## src/rtl/latch_mon_pkg.sv

```systemverilog
// latch_mon_pkg: shared types and constants for latch_out_monitor.
//   - mon_state_e : debounce FSM states
//   - DEF_*       : default parameter values
//   - deb_cnt_w() : width of the debounce / mismatch counters
package latch_mon_pkg;

    typedef enum logic [1:0] {
        ST_LOW      = 2'd0,
        ST_RISE_CHK = 2'd1,
        ST_HIGH     = 2'd2,
        ST_FALL_CHK = 2'd3
    } mon_state_e;

    localparam int DEF_SYNC_STAGES = 2;
    localparam int DEF_DEBOUNCE    = 4;
    localparam int DEF_CNT_W       = 8;

    // One extra bit so the counter can also hold the value DEBOUNCE itself.
    function automatic int deb_cnt_w(input int debounce);
        return $clog2(debounce) + 1;
    endfunction

endpackage

```

## src/rtl/latch_out_monitor_if.sv

```systemverilog
// latch_out_monitor_if: latch output pair in, debounced observation out.
//   in_q, in_q_bar : latch outputs (asynchronous to clk)
//   in_clr         : synchronous clear of out_count / out_err
//   out_level      : committed level of Q
//   out_rise/fall  : one-cycle pulses on committed edges
//   out_count      : saturating count of committed rises
//   out_err        : sticky invalid-pair flag (LATCH_PAIR_CHECK_EN builds only)
// master = stimulus side, slave = monitor side.
interface latch_out_monitor_if
    import latch_mon_pkg::*;
#(
    parameter int CNT_W = DEF_CNT_W
);
    logic             in_q;
    logic             in_q_bar;
    logic             in_clr;
    logic             out_level;
    logic             out_rise;
    logic             out_fall;
    logic [CNT_W-1:0] out_count;
    logic             out_err;

    modport master (
        output in_q, in_q_bar, in_clr,
        input  out_level, out_rise, out_fall, out_count, out_err
    );

    modport slave (
        input  in_q, in_q_bar, in_clr,
        output out_level, out_rise, out_fall, out_count, out_err
    );
endinterface

```

## src/rtl/sync_ff_chain.sv

```systemverilog
// sync_ff_chain: STAGES-deep flop chain bringing a 1-bit asynchronous
// input into the clk domain.
//   clk, reset : clock, synchronous active-high reset (chain -> 0)
//   d          : asynchronous input
//   q          : synchronised output (last stage)
module sync_ff_chain #(
    parameter int STAGES = 2
) (
    input  logic clk,
    input  logic reset,
    input  logic d,
    output logic q
);
    logic [STAGES-1:0] chain_r;

    // Shift the input through the synchroniser chain.
    always_ff @(posedge clk) begin
        if (reset) begin
            chain_r <= {STAGES{1'b0}};
        end else begin
            chain_r <= {chain_r[STAGES-2:0], d};
        end
    end

    assign q = chain_r[STAGES-1];
endmodule

```

## src/rtl/latch_out_monitor.sv

```systemverilog
// latch_out_monitor: synchronises a latch (Q, Q_bar) pair, debounces Q and
// reports a clean level, rise/fall pulses and a saturating rise counter.
//   clk, reset : clock, synchronous active-high reset
//   bus        : latch_out_monitor_if.slave (inputs and all outputs)
// Optional feature macro: LATCH_PAIR_CHECK_EN - when defined, out_err flags
// DEBOUNCE consecutive synchronised samples with Q == Q_bar; otherwise
// out_err is 0 and in_q_bar is ignored.
module latch_out_monitor
    import latch_mon_pkg::*;
#(
    parameter int SYNC_STAGES = DEF_SYNC_STAGES,
    parameter int DEBOUNCE    = DEF_DEBOUNCE,
    parameter int CNT_W       = DEF_CNT_W
) (
    input logic              clk,
    input logic              reset,
    latch_out_monitor_if.slave bus
);
    localparam int               DC_W     = deb_cnt_w(DEBOUNCE);
    localparam logic [DC_W-1:0]  DC_ZERO  = {DC_W{1'b0}};
    localparam logic [DC_W-1:0]  DC_ONE   = {{(DC_W-1){1'b0}}, 1'b1};
    localparam logic [DC_W-1:0]  DEB_LAST = DC_W'(DEBOUNCE - 1);
    localparam logic [CNT_W-1:0] CNT_ZERO = {CNT_W{1'b0}};
    localparam logic [CNT_W-1:0] CNT_ONE  = {{(CNT_W-1){1'b0}}, 1'b1};
    localparam logic [CNT_W-1:0] CNT_MAX  = {CNT_W{1'b1}};

    logic             sync_q_s;
    mon_state_e       state_r, state_nxt_s;
    logic [DC_W-1:0]  deb_cnt_r, deb_cnt_nxt_s;
    logic             level_r, level_nxt_s;
    logic             rise_r, rise_nxt_s;
    logic             fall_r, fall_nxt_s;
    logic [CNT_W-1:0] count_r, count_nxt_s;
    logic             err_r;

    sync_ff_chain #(.STAGES(SYNC_STAGES)) u_sync_q (
        .clk   (clk),
        .reset (reset),
        .d     (bus.in_q),
        .q     (sync_q_s)
    );

    // Debounce FSM: a level change commits after DEBOUNCE consecutive samples.
    always_comb begin
        state_nxt_s   = state_r;
        deb_cnt_nxt_s = deb_cnt_r;
        level_nxt_s   = level_r;
        rise_nxt_s    = 1'b0;
        fall_nxt_s    = 1'b0;
        case (state_r)
            ST_LOW: begin
                if (sync_q_s) begin
                    state_nxt_s   = ST_RISE_CHK;
                    deb_cnt_nxt_s = DC_ONE;
                end else begin
                    deb_cnt_nxt_s = DC_ZERO;
                end
            end
            ST_RISE_CHK: begin
                if (!sync_q_s) begin
                    state_nxt_s   = ST_LOW;
                    deb_cnt_nxt_s = DC_ZERO;
                end else if (deb_cnt_r == DEB_LAST) begin
                    state_nxt_s   = ST_HIGH;
                    deb_cnt_nxt_s = DC_ZERO;
                    level_nxt_s   = 1'b1;
                    rise_nxt_s    = 1'b1;
                end else begin
                    deb_cnt_nxt_s = deb_cnt_r + DC_ONE;
                end
            end
            ST_HIGH: begin
                if (!sync_q_s) begin
                    state_nxt_s   = ST_FALL_CHK;
                    deb_cnt_nxt_s = DC_ONE;
                end else begin
                    deb_cnt_nxt_s = DC_ZERO;
                end
            end
            ST_FALL_CHK: begin
                if (sync_q_s) begin
                    state_nxt_s   = ST_HIGH;
                    deb_cnt_nxt_s = DC_ZERO;
                end else if (deb_cnt_r == DEB_LAST) begin
                    state_nxt_s   = ST_LOW;
                    deb_cnt_nxt_s = DC_ZERO;
                    level_nxt_s   = 1'b0;
                    fall_nxt_s    = 1'b1;
                end else begin
                    deb_cnt_nxt_s = deb_cnt_r + DC_ONE;
                end
            end
            default: begin
                state_nxt_s   = ST_LOW;
                deb_cnt_nxt_s = DC_ZERO;
                level_nxt_s   = 1'b0;
            end
        endcase
    end

    // Rise counter: clear wins over the old value but still counts a same-cycle rise.
    always_comb begin
        count_nxt_s = count_r;
        if (bus.in_clr) begin
            count_nxt_s = rise_nxt_s ? CNT_ONE : CNT_ZERO;
        end else if (rise_nxt_s && (count_r != CNT_MAX)) begin
            count_nxt_s = count_r + CNT_ONE;
        end else begin
            count_nxt_s = count_r;
        end
    end

    // FSM state and registered outputs.
    always_ff @(posedge clk) begin
        if (reset) begin
            state_r   <= ST_LOW;
            deb_cnt_r <= DC_ZERO;
            level_r   <= 1'b0;
            rise_r    <= 1'b0;
            fall_r    <= 1'b0;
            count_r   <= CNT_ZERO;
        end else begin
            state_r   <= state_nxt_s;
            deb_cnt_r <= deb_cnt_nxt_s;
            level_r   <= level_nxt_s;
            rise_r    <= rise_nxt_s;
            fall_r    <= fall_nxt_s;
            count_r   <= count_nxt_s;
        end
    end

`ifdef LATCH_PAIR_CHECK_EN
    localparam logic [DC_W-1:0] DEB_FULL = DC_W'(DEBOUNCE);

    logic            sync_qb_s;
    logic [DC_W-1:0] mis_cnt_r, mis_cnt_nxt_s;
    logic            err_hit_s, err_nxt_s;

    sync_ff_chain #(.STAGES(SYNC_STAGES)) u_sync_qb (
        .clk   (clk),
        .reset (reset),
        .d     (bus.in_q_bar),
        .q     (sync_qb_s)
    );

    // Count consecutive non-complementary samples; flag once the run hits DEBOUNCE.
    always_comb begin
        mis_cnt_nxt_s = mis_cnt_r;
        err_hit_s     = 1'b0;
        if (sync_q_s != sync_qb_s) begin
            mis_cnt_nxt_s = DC_ZERO;
        end else if (mis_cnt_r == DEB_FULL) begin
            mis_cnt_nxt_s = mis_cnt_r;
        end else begin
            mis_cnt_nxt_s = mis_cnt_r + DC_ONE;
            err_hit_s     = (mis_cnt_r == DEB_LAST);
        end
        if (err_hit_s) begin
            err_nxt_s = 1'b1;
        end else if (bus.in_clr) begin
            err_nxt_s = 1'b0;
        end else begin
            err_nxt_s = err_r;
        end
    end

    // Mismatch counter and sticky error flag.
    always_ff @(posedge clk) begin
        if (reset) begin
            mis_cnt_r <= DC_ZERO;
            err_r     <= 1'b0;
        end else begin
            mis_cnt_r <= mis_cnt_nxt_s;
            err_r     <= err_nxt_s;
        end
    end
`else
    logic unused_qb_s;
    assign unused_qb_s = bus.in_q_bar;
    assign err_r       = 1'b0;
`endif

    assign bus.out_level = level_r;
    assign bus.out_rise  = rise_r;
    assign bus.out_fall  = fall_r;
    assign bus.out_count = count_r;
    assign bus.out_err   = err_r;
endmodule

```

## src/flat_wrapper.sv

```systemverilog
// flat-port wrapper written by rule: the top's interface ports become plain ports
module latch_out_monitor_flat import latch_mon_pkg::*;
#(
    parameter int SYNC_STAGES = DEF_SYNC_STAGES,
    parameter int DEBOUNCE    = DEF_DEBOUNCE,
    parameter int CNT_W       = DEF_CNT_W
)
  (clk, reset, bus_in_q, bus_in_q_bar, bus_in_clr, bus_out_level, bus_out_rise, bus_out_fall, bus_out_count, bus_out_err);
  latch_out_monitor_if #(.CNT_W(CNT_W)) bus_i ();
  input logic clk;
  input logic reset;
  input wire logic [$bits(bus_i.in_q)-1:0] bus_in_q;
  input wire logic [$bits(bus_i.in_q_bar)-1:0] bus_in_q_bar;
  input wire logic [$bits(bus_i.in_clr)-1:0] bus_in_clr;
  output wire logic [$bits(bus_i.out_level)-1:0] bus_out_level;
  output wire logic [$bits(bus_i.out_rise)-1:0] bus_out_rise;
  output wire logic [$bits(bus_i.out_fall)-1:0] bus_out_fall;
  output wire logic [$bits(bus_i.out_count)-1:0] bus_out_count;
  output wire logic [$bits(bus_i.out_err)-1:0] bus_out_err;
  assign bus_i.in_q = bus_in_q;
  assign bus_i.in_q_bar = bus_in_q_bar;
  assign bus_i.in_clr = bus_in_clr;
  assign bus_out_level = bus_i.out_level;
  assign bus_out_rise = bus_i.out_rise;
  assign bus_out_fall = bus_i.out_fall;
  assign bus_out_count = bus_i.out_count;
  assign bus_out_err = bus_i.out_err;
  latch_out_monitor #(.SYNC_STAGES(SYNC_STAGES), .DEBOUNCE(DEBOUNCE), .CNT_W(CNT_W)) u_core (.clk(clk), .reset(reset), .bus(bus_i));
endmodule
```

## config.mk

```make
export PLATFORM = sky130hd
export DESIGN_NAME = latch_out_monitor_flat
export DESIGN_NICKNAME = d
export VERILOG_FILES = /design/src/rtl/latch_mon_pkg.sv /design/src/rtl/latch_out_monitor_if.sv /design/src/rtl/sync_ff_chain.sv /design/src/rtl/latch_out_monitor.sv /design/src/flat_wrapper.sv
export SDC_FILE = /design/constraint.sdc
export NUM_CORES = 1
export LEC_CHECK = 0
export ABC_CLOCK_PERIOD_IN_PS = 2000
export BUFFER_PORTS_ARGS = -buffer_cell sky130_fd_sc_hd__buf_2
export CORE_UTILIZATION = 40
export CTS_CLUSTER_DIAMETER = 40
export DETAILED_ROUTE_END_ITERATION = 8
export HOLD_SLACK_MARGIN = 0.1
export SKIP_CTS_REPAIR_TIMING = 1
export SLEW_MARGIN = 20
export SYNTH_ARGS = -nofsm -noshare
export SYNTH_HDL_FRONTEND = slang
export SYNTH_SLANG_ARGS = --single-unit
```

## constraint.sdc

```tcl
create_clock -name clk -period 2 [get_ports clk]
set_clock_uncertainty 0.2 [all_clocks]
set_input_delay 0.1 -clock clk [delete_from_list [all_inputs] [get_ports clk]]
set_output_delay 0.1 -clock clk [all_outputs]
set_load 0.05 [all_outputs]
```

Word-level counts from Yosys, hierarchy flattened
Cells that the tools add are included.
Word-level totals
  register bits after elaboration: 18
  output and inout port bits: 12
  word-level logic and storage cells: 54
Cells by class
  add/subtract/negate cells: 2
  eq/ne operators: 13
  bitwise gates (word level): 1
  reduce and logical (&&, ||, !) cells: 7
  mux-type cells: 24
Operators with widths (number)
  two-way mux 8 bit: 2
  two-way mux 2 bit: 6
  one-hot mux 3 bit (4 select lines): 1
  two-way mux 1 bit: 10
  two-way mux 3 bit: 3
  adder 8 x 1 -> 8 bit (second input constant): 1
  inequality test 2 bit (second input constant): 4
  inequality test 8 bit (second input constant): 1
  one-hot mux 2 bit (4 select lines): 1
  inequality test 3 x 2 -> 1 bit (second input constant): 2
  AND reduction 5 bit: 1
  equality test 2 bit (second input constant): 2
  inequality test 2 x 1 -> 1 bit (second input constant): 2
  AND reduction 4 bit: 1
  nonzero test 2 bit: 2
  adder 3 x 1 -> 3 bit (second input constant): 1
  equality test 3 x 2 -> 1 bit (second input constant): 1
  OR reduction 3 bit: 1
  equality test 2 x 1 -> 1 bit (second input constant): 1
  zero test 2 bit: 1
  one-hot mux 1 bit (2 select lines): 1
  logical AND 1 bit: 1
  inverter 1 bit: 1

Depth between registers and ports, before layout
Gate-level depths: netlist of the first run.
  word-level depth: 7
  gate-level depth with buffers: 6
  gate-level depth less buffers: 5

Cells and area by module
Synthesis of the first run repeated with hierarchy kept, for this count alone.
Second synthesis, totals
  cell total of the unflattened synthesis: 88
  area, all modules: 815.8 µm²
By module, submodules not included
  latch_out_monitor: area an instance 763.2 µm², cells an instance 84, times used 1, seq. area each 320.3 µm²
  sync_ff_chain: area an instance 52.6 µm², cells an instance 4, times used 1, seq. area each 40.0 µm²

Worst setup path after synthesis of the first run
Ideal clock, no wire load.
  path type: register -> register
  start point: register u_core.count_r[1] (netlist: u_core.bus.out_count[1])
  end point: register u_core.count_r[1] (netlist: u_core.bus.out_count[1])
  cell stages (with the launch flop): 6
  path slack: 33 ps
  data arrival time: 1645 ps
  data required time: 1678 ps
  library setup time: 122 ps
  cells stage by stage: dfxtp_1 ha_1 nand3_1 o211ai_1 mux2i_1 nor2_1
Between the ends
  cells in the longest elaborated chain, start to end: 3
  elaborated cells on any way between the ends: 6
  classes of those cells: add/sub (1); eq/ne (1); mux (2); reduce/logical (2)
RTL lines
  start, declared: RTL line latch_out_monitor.sv:33  | logic [CNT_W-1:0] count_r, count_nxt_s;
  start signal, assigned: RTL line latch_out_monitor.sv:128  | count_r <= count_nxt_s;
  adder 8 x 1 -> 8 bit / inequality test 8 bit (equally long branches): RTL line latch_out_monitor.sv:107, latch_out_monitor.sv:106
  two-way mux 8 bit / logical AND 1 bit (equally long branches): RTL line latch_out_monitor.sv:106  | end else if (rise_nxt_s && (count_r != CNT_MAX)) begin
  two-way mux 8 bit / nonzero test 2 bit (equally long branches)
Parallel ways exist; a longest one is shown, timed or not. The select of a mux whose other input is x is not followed.
A chain may end at the register's enable or synchronous reset.

Worst setup path in the final report of the first run
  start point: register u_core.count_r[0] (netlist: u_core.bus.out_count[0])
  end point: register u_core.count_r[1] (netlist: u_core.bus.out_count[1])
Same word-level chain as after synthesis.

==> qor.csv, run 1 <==
metric,value,unit
IO Port Bufs,14,
Worst Hold Path EP,u_core.u_sync_q.chain_r[1],
WP data arrival,1750,ps
Max Clk Rate,571.2,MHz
Worst Setup Start Kind,register,
clk slew on worst S/H paths,100,ps
CTS sink cnt,18,
CP startpoint,u_core.bus.out_count[0],
Critical Path RT,2000,ps
sequential fraction of the synthesis area,0.4521,
RSZ-0062 raised after global routing,false,
IO Count,17,
Via density,5.016,
maximum capacitance violations,0,
power share of the combinational group,0.061,
clock root buffer,clkbuf_4,
Int Pwr,489.9,uW
total power,633.0,uW
P per Cell Area,662.2,nW/um^2
Netlist cell types,36,
final setup fails,0,
leading area contributor after synthesis,dfxtp_1,
Register Area,360.3,um^2
number of global-route vias before repair,512,
hold depth,1,
first-pass GRT wire length,2214,um
fin crit share,0.8753,
share of layout cells above drive strength 1,0.2255,
H-tree levels,1,
synthesized area,797.0,um^2
chip height,46.64,um
Clk pwr share,0.360,
area delta synth->final,19.94,%
"flops & latches, synth",18,
largest net degree at the start of global routing,11,
Layout Nets,110,
WL final,1383,um
Final GP Congestion,0.6993,
DRC viols,0,
Starting Density,0.4424,
top-count cell post-synth,dfxtp_1,
Core Area,1802,um^2
async set or reset register ratio after synthesis,0,
Chip Width,46.64,um
Max VDD drop,331.8,uV
Post-Syn Nets,90,
status,"finished, final reports clean",
min-delay worst type,reg2reg,
Critical R2R Capture,u_core.bus.out_count[1],
n_diodes,0,
num rows,15,
flop2flop setup slack,250,ps
Synth area leaders,"dfxtp_1, nor2_1, o2111ai_4",
Syn. warnings,0,
"Primary FF master, synth",dfxtp_1,
Routed Antenna Nets,0,
hold path start,u_core.u_sync_q.chain_r[0],
final worst path period need,1751,ps
utilization after layout,0.5306,
Final Hold Viols,0,
die area,2175,um^2
CP Cell Sequence,ha_1 -> nand3_1 -> o211ai_1 -> mux2i_1 -> nor2_1,
CTS tree,yes,
via count,637,
TritonCTS Buffers,3,
Slew Limit Fails,0,
Clock Latency Late Sink,300,ps
r2r worst-path depth,5,
area share of the largest cell type after synthesis,0.4521,
GRT Resource Usage Total,0.1481,
Setup TNS Final,0,ps
1st-iter DRT viols,3,
total global routing overflow,0,
switching share of power,0.2262,
post-synthesis area per instance,9.603,um^2
DR WL/cell,10.89,um
Max clock buf depth,2,
multi-input logic area,399.1,um^2
NetSw,143.2,uW
Setup CP Type,reg2reg,
CP peak stage delay,390,ps
Pleak,0.0003937,uW
reg-to-reg startpoint,u_core.bus.out_count[0],
TritonRoute pass-1 iters,3,
critical path endpoint category,register,
initial antenna violation count,0,
Reg power frac,0.579,
Worst Path Max Fanout,5,
Post-synth top cells,"dfxtp_1, nor2_1, nand2_1, o21ai_0, a21oi_1",
Fill cells,178,
Post-synth EDFFs,0,
HPWL Detailed,970.4,um
Synth Instances,83,
CP max stage cell,dfxtp_1,
-- worst max-delay path, delay by kind of cell, from the launching register on --
| family | cells | cell delay [ps] |
|---|---|---|
| DFF | 1 | 390 |
| and+or+nand+nor | 2 | 280 |
| adders and majority gates | 1 | 230 |
| muxes | 1 | 220 |
| AOI/OAI and AO/OA | 1 | 330 |
-- through the flow --
step	area, um^2	setup WS [ps]	hold slack [ps]	std cells
after floorplan	797.0	32.96	28.18	83
after global placement	879.6	317.0	118.4	119
after detailed placement	879.6	287.7	125.7	119
after CTS	915.9	263.7	-190.6	123
after global routing	955.9	120.5	273.2	127
final	955.9	249.4	255.6	127
-- logic make-up after synthesis --
family          share of synthesized area
simple gates                       0.2481
flops                              0.4521
compound gates                     0.1601
buf+inv                           0.04710
xor+xnor                          0.04396
fa+ha+maj                         0.03139
other cells                      0.004705
mux                               0.01256
-- layer usage --
| layer | vias up | wire (um) | GRT usage |
|---|---|---|---|
| li1 | 335 | - | - |
| met1 | 283 | 720 | 0.2217 |
| met2 | 14 | 574 | 0.1861 |
| met3 | 5 | 52 | 0.03529 |
| met4 | 0 | 36 | 0.08571 |
| met5 | - | 0 | 0 |
-- cells in the final DEF (no fill, tap or decap), types with 2 or more instances in the layout --
cell type      instances
o21ai_0                5
ha_1                   2
nor2_1                 8
nand2_1                5
or3_1                  2
and3_1                 2
inv_1                  3
nor2b_1                2
dlygate4sd3_1          4
a21oi_1                4
buf_2                 14
dfxtp_1               18
o2111ai_1              2
clkbuf_4               3
xor2_1                 3
nor3_1                 3
-- worst max path at each step --
stage | end | slack (ps) | cells after the start
finish | u_core.bus.out_count[1] | 250 | 5
global route | u_core.bus.out_count[1] | 120 | 5
CTS | u_core.bus.out_count[1] | 260 | 5
detailed placement | u_core.bus.out_count[1] | 290 | 5
global placement | u_core.bus.out_count[1] | 320 | 5
floorplan | u_core.bus.out_count[1] | 30 | 5
-- state kept, by name (all words and copies together) (netlist names), named ones only --
name and flops:
u_core.state_r 1, u_core.bus.out_level 1, u_core.bus.out_fall 1, u_core.bus.out_count 8
u_core.bus.out_rise 1, u_core.deb_cnt_r 3, u_core.u_sync_q.chain_r 2
-- power groups by stage --
stage                     Sequential (uW)  Combinational (uW)  Clock (uW)
final                                 366                38.5         228
after global routing                  367                42.1         257
after CTS                             366                32.9         233
after detailed placement              375                32.9           0
after global placement                374                32.7           0
after floorplan                       381                21.0           0
-- layout make-up --
class                   instances  share of cell area
well taps                      25             0.03272
clock buffers                   4             0.03796
flip-flops and latches         18              0.3770
repair buffers                 19              0.1230
inverters                       3             0.01178
multi-input cells              58              0.4175
(Power assumes the default switching activity.)
==> run 2, diff against run 1 <==
PLACE_DENSITY = 0.73   (was unset)
==> run 2 against run 1 <==
Non-clock buffer count stayed put. Global-route usage is 0.56 points higher. Die area stayed put. Worst hold slack hardly changed. Sequential share of layout area stayed put.
==> qor.csv, run 2 (same netlist as run 1, synthesis figures left out) <==
metric,value,unit,change
clock root buffer,clkbuf_4,,unchanged
H-tree levels,1,,unchanged
Hold WS,256.0,ps,was 255.6 ps
Register Area,360.3,um^2,unchanged
CTS sink cnt,18,,unchanged
CTS tree,yes,,unchanged
Slew Limit Fails,0,,unchanged
status,"finished, final reports clean",,unchanged
TritonCTS Buffers,3,,unchanged
num rows,15,,unchanged
WL final,1448,um,was 1383 um
switching share of power,0.2236,,was 0.2262
"most common cell after layout, fill and taps aside",dfxtp_1,,unchanged
Clk pwr share,0.358,,was 0.360
Max Clk Rate,571.1,MHz,was 571.2 MHz
1st-iter DRT viols,12,,was 3
Core Area,1802,um^2,unchanged
final instance area,955.9,um^2,unchanged
Fill cells,166,,was 178
Clock Latency Late Sink,300,ps,about the same
Worst Path Max Fanout,5,,unchanged
maximum capacitance violations,0,,unchanged
NetSw,141.1,uW,was 143.2 uW
via count,641,,was 637
GRT Resource Usage Total,0.1537,,was 0.1481
IO Port Bufs,14,,unchanged
IO Count,17,,unchanged
"commonest non-fill, non-tap cells in the layout","dfxtp_1, buf_2, nor2_1",,unchanged
largest net degree at the start of global routing,11,,unchanged
Starting Density,0.4424,,unchanged
Int Pwr,489.8,uW,was 489.9 uW
P per Cell Area,660.0,nW/um^2,was 662.2 nW/um^2
final worst path period need,1751,ps,about the same
power share of the combinational group,0.061,,about the same
HPWL Detailed,1021,um,was 970.4 um
Via density,5.047,,was 5.016
critical path endpoint category,register,,unchanged
Setup CP Type,reg2reg,,unchanged
share of layout cells above drive strength 1,0.2255,,unchanged
final setup fails,0,,unchanged
chip height,46.64,um,unchanged
Layout Nets,110,,unchanged
DRC viols,0,,unchanged
final cell count without fillers,127,,unchanged
Critical Path RT,2000,ps,about the same
initial antenna violation count,0,,unchanged
number of global-route vias before repair,559,,was 512
DP Cell Count,119,,unchanged
Max clock buf depth,2,,unchanged
n_diodes,0,,unchanged
area delta synth->final,19.94,%,unchanged
Final GP Congestion,0.7486,,was 0.6993
Pleak,0.0003937,uW,unchanged
RSZ-0062 raised after global routing,false,,unchanged
utilization after layout,0.5306,,unchanged
WP data arrival,1750,ps,about the same
dpl cell area,879.6,um^2,unchanged
TritonRoute pass-1 iters,4,,was 3
DR WL/cell,11.40,um,was 10.89 um
first-pass GRT wire length,2332,um,was 2214 um
Reg power frac,0.581,,was 0.579
max reg flops,8,,unchanged
total global routing overflow,0,,unchanged
clk slew on worst S/H paths,100,ps,about the same
Routed Antenna Nets,0,,unchanged
min-delay worst type,reg2reg,,unchanged
Worst Setup Start Kind,register,,unchanged
Chip Width,46.64,um,unchanged
Final Hold Viols,0,,unchanged
die area,2175,um^2,unchanged
fin crit share,0.8754,,was 0.8753
multi-input logic area,399.1,um^2,unchanged
Setup TNS Final,0,ps,unchanged
Max VDD drop,438.6,uV,was 331.8 uV
run 2: cell type report:
class                      count  area share
clock buffer                   4     0.03796
sequential                    18      0.3770
timing repair buffer          19      0.1230
tap                           25     0.03272
inverter                       3     0.01178
multi-input combinational     58      0.4175
run 2: metal layers:
metal	vias up	part of all wire	track usage
li1	328	-	-
met1	293	0.48	0.1840
met2	15	0.45	0.2361
met3	5	0.049	0.05882
met4	0	0.014	0.08000
met5	-	0	0
run 2: worst max-delay path, cell delays in order, from the launching register on:
cell and delay [ps]:
dfxtp_1 390, ha_1 230, nand3_1 220, o211ai_1 350, mux2i_1 230, nor2_1 50
run 2: through the flow:
| step | power (uW) | worst slack, ps |
|---|---|---|
| after global routing | 653.4 | 87.44 |
| after floorplan | 401.8 | 32.96 |
| final | 630.9 | 249.1 |
| after detailed placement | 407.7 | 275.3 |
| after global placement | 406.5 | 328.6 |
| after CTS | 635.6 | 239.9 |
run 2: worst paths after layout:
kind | to | slack (ps) | start | depth (start not counted)
worst max-delay path | u_core.bus.out_count[1] | 250 | u_core.bus.out_count[1] | 5
worst min-delay path | u_core.u_sync_q.chain_r[1] | 260 | u_core.u_sync_q.chain_r[0] | 1
worst max register to register | u_core.bus.out_count[1] | 250 | u_core.bus.out_count[1] | 5
worst min register to register | u_core.u_sync_q.chain_r[1] | 260 | u_core.u_sync_q.chain_r[0] | 1
run 2: power groups by stage:
stage	registers, uW	logic (uW)	clock network, uW
finish	367	38.3	226
CTS	367	32.6	236
floorplan	381	21.0	0
global placement	374	32.1	0
detailed placement	375	32.7	0
global route	368	40.7	245
==> run 3, diff against run 2 <==
--- a/config.mk
+++ b/config.mk
@@ -9,3 +9,5 @@
 export BUFFER_PORTS_ARGS = -buffer_cell sky130_fd_sc_hd__buf_2
-export CORE_UTILIZATION = 40
+export CELL_PAD_IN_SITES_DETAIL_PLACEMENT = 0
+export CELL_PAD_IN_SITES_GLOBAL_PLACEMENT = 2
+export CORE_UTILIZATION = 31
 export CTS_CLUSTER_DIAMETER = 40
@@ -13,3 +15,3 @@
 export HOLD_SLACK_MARGIN = 0.1
-export PLACE_DENSITY = 0.73
+export PLACE_DENSITY = 0.86
 export SKIP_CTS_REPAIR_TIMING = 1
==> constraint.sdc (replaced) <==
create_clock -name clk -period 2 [get_ports clk]
set_clock_uncertainty 0.2 [all_clocks]
set_input_delay 0.3 -clock clk [delete_from_list [all_inputs] [get_ports clk]]
set_output_delay 0.3 -clock clk [all_outputs]
set_load 0.05 [all_outputs]
==> run 3 against run 2 <==
Largest cell class unchanged. Register-to-register slack gained 40 ps. Via count shrank 0.31%. Non-clock buffer count shrank 2. Wire length shrank 0.97%. Critical path depth is the same. Critical endpoint unchanged. Sequential share of layout area grew 1.1 points.
==> qor.csv, run 3 (same netlist as run 1, synthesis figures left out) <==
metric,value,unit,change
status,"finished, final reports clean",,unchanged
"delay-heaviest family, CP",flip-flops,,unchanged
Critical Path RT,2000,ps,about the same
Routed Antenna Nets,0,,unchanged
Clock Latency Late Sink,290,ps,was 300 ps
first-pass GRT wire length,2270,um,was 2332 um
DRC viols,0,,unchanged
Final GP Congestion,0.7513,,was 0.7486
Register Area,360.3,um^2,unchanged
IO Count,17,,unchanged
WL final,1434,um,was 1448 um
Max Clk Rate,585.3,MHz,was 571.1 MHz
Starting Density,0.3247,,was 0.4424
DP Cell Count,124,,was 119
GRT Resource Usage Total,0.1144,,was 0.1537
RSZ-0062 raised after global routing,false,,unchanged
Max VDD drop,360.6,uV,was 438.6 uV
Pleak,0.0003768,uW,was 0.0003937 uW
share of layout cells above drive strength 1,0.2222,,was 0.2255
largest net degree at the start of global routing,11,,unchanged
critical path endpoint category,register,,unchanged
H-tree levels,1,,unchanged
CP peak stage delay,380,ps,was 390 ps
P per Cell Area,623.0,nW/um^2,was 660.0 nW/um^2
Slew Limit Fails,0,,unchanged
clock root buffer,clkbuf_4,,unchanged
number of global-route vias before repair,513,,was 559
reg-to-reg startpoint,u_core.bus.out_count[1],,unchanged
total global routing overflow,0,,unchanged
max reg flops,8,,unchanged
CP startpoint,u_core.bus.out_count[1],,unchanged
min-delay worst type,in2reg,,was reg2reg
"commonest non-fill, non-tap cells in the layout","dfxtp_1, buf_2, nor2_1",,unchanged
final worst path period need,1708,ps,was 1751 ps
clk slew on worst S/H paths,100,ps,about the same
initial antenna violation count,0,,unchanged
CP max stage cell,dfxtp_1,,unchanged
r2r worst-path depth,5,,unchanged
Fill cells,257,,was 166
IO Port Bufs,14,,unchanged
1st-iter DRT viols,14,,was 12
CTS tree,yes,,unchanged
HPWL Detailed,1048,um,was 1021 um
n_diodes,0,,unchanged
Max clock buf depth,2,,unchanged
Layout Nets,108,,was 110
flop2flop setup slack,290,ps,was 250 ps
Core Area,2455,um^2,was 1802 um^2
Final Hold Viols,0,,unchanged
Worst Hold Path EP,u_core.bus.out_count[0],,was u_core.u_sync_q.chain_r[1]
Critical R2R Capture,u_core.bus.out_count[1],,unchanged
num rows,18,,was 15
area delta synth->final,16.48,%,was 19.94%
via count,639,,was 641
CTS sink cnt,18,,unchanged
final cell count without fillers,129,,was 127
TritonRoute pass-1 iters,4,,unchanged
final setup fails,0,,unchanged
Worst Setup Start Kind,register,,unchanged
multi-input logic area,399.1,um^2,unchanged
maximum capacitance violations,0,,unchanged
DR WL/cell,11.12,um,was 11.40 um
hold path start,bus_in_clr,,was u_core.u_sync_q.chain_r[0]
TritonCTS Buffers,3,,unchanged
Worst Path Buf+Inv,0,,unchanged
Worst Path Max Fanout,5,,unchanged
hold depth,3,,was 1
fin crit share,0.8542,,was 0.8754
"most common cell after layout, fill and taps aside",dfxtp_1,,unchanged
die area,2778,um^2,was 2175 um^2
Via density,4.953,,was 5.047
WP data arrival,1700,ps,was 1750 ps
chip height,52.71,um,was 46.64 um
Setup CP Type,reg2reg,,unchanged
CP Cell Sequence,ha_1 -> nand3_1 -> o211ai_1 -> mux2i_1 -> nor2_1,,unchanged
Setup TNS Final,0,ps,unchanged
Chip Width,52.71,um,was 46.64 um
run 3: stage by stage:
step | setup WS, ps | util | total power, uW | hold slack [ps] | instance area (um^2)
floorplan | 32.96 | - | 401.8 | 213.8 | 797.0
global placement | 323.0 | 0.3609 | 407.1 | 221.0 | 885.9
detailed placement | 306.6 | 0.3609 | 407.7 | 230.1 | 885.9
CTS | 276.6 | 0.3700 | 588.0 | 13.77 | 908.4
global route | 158.2 | 0.3782 | 605.8 | 157.7 | 928.4
finish | 291.6 | 0.3782 | 578.3 | 150.7 | 928.4
run 3: where the power goes:
group	total [uW]	internal, uW	switching (uW)
logic	35.3	13.1	22.1
registers	366	363	3.42
clock network	177	70.0	107
total	578	446	132
run 3: worst max-delay path by stage:
stage	end	cells after the start
floorplan	u_core.bus.out_count[1]	5
CTS	u_core.bus.out_count[7]	5
detailed placement	u_core.bus.out_count[1]	5
global route	u_core.bus.out_count[5]	5
global placement	u_core.bus.out_count[1]	5
finish	u_core.bus.out_count[1]	5
run 3: area by class of cell:
class,count,area share
clock buffers,3,0.02426
inverters,3,0.01213
multi-input cells,58,0.4299
flip-flops and latches,18,0.3881
well taps,30,0.04043
repair buffers,17,0.1051
run 3: metal layers:
layer | vias up | track usage | wire length, um
li1 | 328 | - | -
met1 | 297 | 0.1556 | 714
met2 | 14 | 0.1624 | 651
met3 | 0 | 0.05217 | 68
met4 | 0 | 0.02632 | 0
met5 | - | 0 | 0
run 3: worst min-delay path, cell delays in order:
cell and delay, ps:
buf_2 90, nand2b_1 100, a22o_1 120
